===== src/rtl/lsu_master.sv =====
// Load/store unit bus master: takes one memory-stage request, issues a single
// word-addressed bus transfer, and for loads waits for the read data, then
// aligns and extends it.
//
// Handshake: mem_req is high exactly while a transfer is pending and a
// transfer happens on the first cycle where mem_req and mem_ready are both 1;
// mem_we/mem_addr/mem_wdata/mem_be are held stable until then. Read data is
// taken only on a cycle with mem_rvalid=1 while waiting for a response; any
// other mem_rvalid is ignored.
module lsu_master (
    input  logic        clk,
    input  logic        rst,
    input  logic        req_valid,
    input  logic [2:0]  info_load,
    input  logic [1:0]  info_store,
    input  logic [31:0] alu_result,
    input  logic [31:0] rs2,
    output logic        stall,
    output logic        load_valid,
    output logic [31:0] load_data,
    output logic        misalign,
    output logic        mem_req,
    output logic        mem_we,
    output logic [29:0] mem_addr,
    output logic [31:0] mem_wdata,
    output logic [3:0]  mem_be,
    input  logic        mem_ready,
    input  logic        mem_rvalid,
    input  logic [31:0] mem_rdata,
    // FSM state for observation: 0 idle, 1 request pending, 2 awaiting read data
    output logic [1:0]  state_dbg
);

    typedef enum logic [1:0] {
        IDLE   = 2'd0,
        REQ    = 2'd1,
        WAIT_R = 2'd2
    } state_t;

    state_t      state, state_nxt;

    logic        is_store;
    logic        is_load;
    logic [1:0]  size_code;   // 0 byte, 1 half, 2 word
    logic [1:0]  offset;
    logic        misaligned;
    logic        accept;
    logic [3:0]  be_req;

    logic [2:0]  ld_kind;
    logic [1:0]  ld_off;
    logic [31:0] rdata_shift;
    logic [31:0] ld_ext;

    // Decode the incoming request; a store takes priority over a load.
    always_comb begin
        offset    = alu_result[1:0];
        is_store  = (info_store != 2'd0);
        is_load   = !is_store && (info_load >= 3'd1) && (info_load <= 3'd5);
        size_code = 2'd0;
        if (is_store) begin
            size_code = info_store - 2'd1;
        end else begin
            case (info_load)
                3'd1, 3'd4: size_code = 2'd0;
                3'd2, 3'd5: size_code = 2'd1;
                default:    size_code = 2'd2;
            endcase
        end
        misaligned = ((size_code == 2'd1) && (offset == 2'd3)) ||
                     ((size_code == 2'd2) && (offset != 2'd0));
        accept     = (state == IDLE) && req_valid && (is_store || is_load);
        be_req     = 4'hF;
        if (is_store) begin
            case (size_code)
                2'd0:    be_req = 4'b0001 << offset;
                2'd1:    be_req = 4'b0011 << offset;
                default: be_req = 4'hF;
            endcase
        end
    end

    // State register.
    always_ff @(posedge clk) begin
        if (rst) state <= IDLE;
        else     state <= state_nxt;
    end

    // Next-state logic and state-derived outputs.
    always_comb begin
        state_nxt = state;
        mem_req   = (state == REQ);
        stall     = (state != IDLE);
        state_dbg = state;
        case (state)
            IDLE:    if (accept && !misaligned) state_nxt = REQ;
            REQ:     if (mem_ready) state_nxt = mem_we ? IDLE : WAIT_R;
            WAIT_R:  if (mem_rvalid) state_nxt = IDLE;
            default: state_nxt = IDLE;
        endcase
    end

    // Align the returned word to the requested byte and extend it.
    always_comb begin
        rdata_shift = mem_rdata >> {ld_off, 3'b000};
        case (ld_kind)
            3'd1:    ld_ext = {{24{rdata_shift[7]}}, rdata_shift[7:0]};
            3'd2:    ld_ext = {{16{rdata_shift[15]}}, rdata_shift[15:0]};
            3'd4:    ld_ext = {24'd0, rdata_shift[7:0]};
            3'd5:    ld_ext = {16'd0, rdata_shift[15:0]};
            default: ld_ext = mem_rdata;
        endcase
    end

    // Request capture, single-cycle pulses and load result register.
    always_ff @(posedge clk) begin
        if (rst) begin
            load_valid <= 1'b0;
            misalign   <= 1'b0;
            load_data  <= 32'd0;
            mem_we     <= 1'b0;
            mem_addr   <= 30'd0;
            mem_wdata  <= 32'd0;
            mem_be     <= 4'd0;
            ld_kind    <= 3'd0;
            ld_off     <= 2'd0;
        end else begin
            load_valid <= 1'b0;
            misalign   <= 1'b0;
            if (accept) begin
                if (misaligned) begin
                    misalign <= 1'b1;
                end else begin
                    mem_we    <= is_store;
                    mem_addr  <= alu_result[31:2];
                    mem_be    <= be_req;
                    mem_wdata <= is_store ? (rs2 << {offset, 3'b000}) : 32'd0;
                    ld_kind   <= info_load;
                    ld_off    <= offset;
                end
            end
            if ((state == WAIT_R) && mem_rvalid) begin
                load_valid <= 1'b1;
                load_data  <= ld_ext;
            end
        end
    end

endmodule


===== config.mk =====
export PLATFORM = sky130hd
export DESIGN_NAME = lsu_master
export DESIGN_NICKNAME = d
export VERILOG_FILES = /design/src/rtl/lsu_master.sv
export SDC_FILE = /design/constraint.sdc
export NUM_CORES = 1
export LEC_CHECK = 0
export ABC_AREA = 1
export CORE_MARGIN = 3
export CORE_UTILIZATION = 45
export DETAILED_ROUTE_END_ITERATION = 10
export DONT_BUFFER_PORTS = 1
export MAX_ROUTING_LAYER = met4
export PLACE_DENSITY = 0.61
export SETUP_SLACK_MARGIN = 0.3
export SLEW_MARGIN = 25
export SYNTH_ARGS = -nofsm -noshare
export SYNTH_HDL_FRONTEND = slang
export SYNTH_SLANG_ARGS = --single-unit

===== constraint.sdc =====
create_clock -name clk -period 1.8 [get_ports clk]
set_input_delay 0.18 -clock clk [delete_from_list [all_inputs] [get_ports clk]]
set_output_delay 0.18 -clock clk [all_outputs]
set_load 0.01 [all_outputs]

==> results.yml <==
floorplanning:
  std_cell_rows: 40
  initial_utilization_pct: 46.6
  die-area_sq_um: 14000
  coreArea_sq_um: 12200
  num_io_pins: 211
  fp.dieH_um: 118
  die_w_um: 118
power_and_ir_drop:
  seq_power_share_pct: 44.3
  switching_share_pct: 31.6
  p_int_uw: 4180
  power.density_nw_per_um2: 914
  peakVddDrop_v: 0.000447
  net-switching-power_uw: 1930
  combPwrFrac_pct: 21.7
  p_clk_share_pct: 34.1
  leakagePower_uw: 0.00279
cts:
  cts_buffers: 9
  cts_max_path_buffers: 2
  cts.sinks: 108
  cts.hold.buffers_added: 24
  cts_tree: "yes"
  clkLatencyLatePin_ns: 0.36
  clk_pin_slew_ns: 0.08
  root_buffer: "clkbuf_16"
  htreeDepth: 3
critical_path:
  crit_type: "reg -> reg"
  arrival_ns: 1.83
  endpoint_kind: "flip-flop"
  required_ns: 2.10
  crit_fanout: 8
  start_kind: "flip-flop"
synthesis:
  synth_seq_cells: 108
  synthCells: 838
  syn_nets: 944
  ys_seq_area_share_pct: 38.1
  synth.avg_cell_area_sq_um: 6.76
  synth_area_sq_um: 5670
  synthDistinctLibCells: 31
  yosys_warnings: 0
cells_and_area:
  diodes: 0
  nets: 942
  drive_gt1_share_pct: 14.3
  area_delta_synth_final_pct: 17.8
  fillers: 1180
  stdcell_area_sq_um: 6680
grt:
  antenna_found_initial: 0
  first_global_vias: 5426
  grt_pass1_wl_um: 29100
  grt-ovfl-total: 0
  grt_max_degree: 69
  track_usage_pct: 26.1
sta:
  setup_viol: 0
  skew_ns: 0.00974
  rsz0062_at_grt: "yes"
  hold_slack_ns: -0.118
  fmax_mhz: 650
  fin_crit_ns: 1.54
  slew_viol_final: 0
  fin_crit_sh_pct: 85.4
  hold_viol: 66
  fin_setup_tns_ns: 0
  relSlewSlack_pct: 76.3
  tightest_slew_ns: 0.353
drt:
  remaining_drc_errors: 0
  vias: 5872
  via_per_inst: 5.82
  drtIter0Drc: 600
  wl_per_cell_um: 18.5
  drtPass1Iterations: 5
  finalWirelength_um: 18700
  ant_nets: 0
place:
  gp_congestion: 0.912
  portBuffers: 0
  post_dp_cell_area_sq_um: 5730
  dp_hpwl_um: 12000
status:
  outcome: "finished, violations left"
  failed_checks: "hold timing"
min_path:
  hp-class: "in -> reg"
flow_run:
  cap_violations: 0
==> final timing paths <==
kind	from	end	slack, ns	cells past startpoint
setup / recovery	state_dbg[1]$_SDFFE_PP0P_	ld_kind[2]$_SDFFE_PP0P_	0.26	10
hold / removal	rst	mem_wdata[9]$_SDFFE_PP0P_	-0.12	1
setup reg to reg	state_dbg[1]$_SDFFE_PP0P_	ld_kind[2]$_SDFFE_PP0P_	0.26	10
hold reg to reg	mem_wdata[10]$_SDFFE_PP0P_	mem_wdata[10]$_SDFFE_PP0P_	0.51	2
==> stage by stage <==
step | utilization [%] | std cells | power, uW | setup WS, ns
floorplan | - | 838 | 3580 | 0.390
global placement | 47.1 | 956 | 3760 | 0.290
detailed placement | 47.1 | 956 | 3780 | 0.242
CTS | 53.1 | 1006 | 6030 | 0.297
global route | 54.9 | 1009 | 6390 | 0.198
finish | 54.9 | 1009 | 6110 | 0.263
==> power groups by stage <==
| stage | Clock, uW | Combinational (uW) | Sequential, uW |
|---|---|---|---|
| 3_5_place_dp | 0 | 1040 | 2750 |
| 6_report | 2080 | 1320 | 2700 |
| 4_1_cts | 2120 | 1210 | 2700 |
| 3_3_place_gp | 0 | 1010 | 2750 |
| 5_1_grt | 2210 | 1450 | 2720 |
| 2_1_floorplan | 0 | 870 | 2710 |
==> final cells by class <==
cell class / count / area, sq um / share of cell area, %
Clock buffer: 9 / 225 / 3.37
Clock inverter: 7 / 83.8 / 1.26
Inverter: 60 / 230 / 3.45
Multi-Input combinational cell: 598 / 3020 / 45.3
Sequential cell: 108 / 2170 / 32.4
Tap cell: 168 / 210 / 3.15
Timing Repair Buffer: 59 / 739 / 11.1
==> metal layers <==
layer / share of wire (%) / routed length, um / global-route usage (%)
met1: 42 / 7930 / 33.7
met2: 45 / 8400 / 39.1
met3: 11 / 1970 / 7.89
met4: 2.2 / 412 / 8.57
met5: 0 / 0 / -
==> cells by family after synthesis <==
logic type | share of synthesized area [%]
simple gates | 34.6
compound gates | 16.3
buf+inv | 10.9
flops | 38.1
==> state kept, by name, summed over array words and instances (netlist names), 2 cells and up <==
register   count
mem_wdata     32
load_data     32
mem_addr      30
state_dbg      2
ld_kind        3
mem_be         4
ld_off         2
==> worst max-delay path, stage by stage, from the launching register on <==
cell,delay [ns]
dfxtp_2,0.34
nor2_4,0.12
nand2_2,0.07
a21oi_4,0.14
buf_6,0.13
nand3_4,0.11
buf_12,0.18
clkbuf_16,0.18
nand2_1,0.06
nand2_1,0.04
nor2_1,0.10
==> placed cells by master, fill, tap and decap left out, types with 3 or more instances in the layout <==
cell / instances
dfxtp_1: 105
nand2_1: 214
a21oi_2: 19
o211ai_1: 6
nor2_2: 3
clkbuf_16: 12
clkinv_4: 3
nand3_1: 64
nand2_4: 10
dfxtp_2: 3
nor3_1: 8
buf_4: 18
a31oi_1: 17
inv_2: 5
buf_12: 6
o21ai_0: 47
inv_1: 51
buf_6: 3
nand4_1: 65
nor2_1: 47
nand2_2: 21
a21oi_1: 58
o21ai_1: 3
a41oi_1: 7
dlygate4sd3_1: 24
==> repair_timing <==
item | in CTS | in global routing
buffers inserted | 7 | 0
cloned | 3 | 3
hold endpoints to repair | 90 | 66
pin swaps | 3 | 7
resized for setup | 9 | 47
endpoints found under the setup margin | 84 | 99
==> cell usage after synthesis <==
cell type / number / area [sq um]
a21oi_1: 67 / 335
a21oi_2: 10 / 87.6
a21oi_4: 1 / 16.3
a31oi_1: 17 / 106
a41oi_1: 7 / 61.3
buf_1: 5 / 18.8
buf_2: 23 / 115
buf_4: 6 / 45.0
buf_6: 8 / 90.1
buf_8: 1 / 15.0
clkbuf_1: 29 / 109
clkinv_1: 2 / 7.51
dfxtp_1: 108 / 2160
inv_1: 53 / 199
inv_2: 5 / 18.8
nand2_1: 231 / 867
nand2_2: 13 / 81.3
nand2_4: 1 / 11.3
nand3_1: 65 / 325
nand3_2: 1 / 10.0
nand3_4: 1 / 17.5
nand4_1: 65 / 407
nor2_1: 49 / 184
nor2_2: 2 / 12.5
nor3_1: 8 / 40.0
nor4_1: 1 / 6.26
o211ai_1: 6 / 45.0
o21ai_0: 50 / 250
o21ai_2: 1 / 8.76
o21bai_1: 1 / 7.51
o31ai_1: 1 / 7.51
Power figures use the tool's default switching activity.
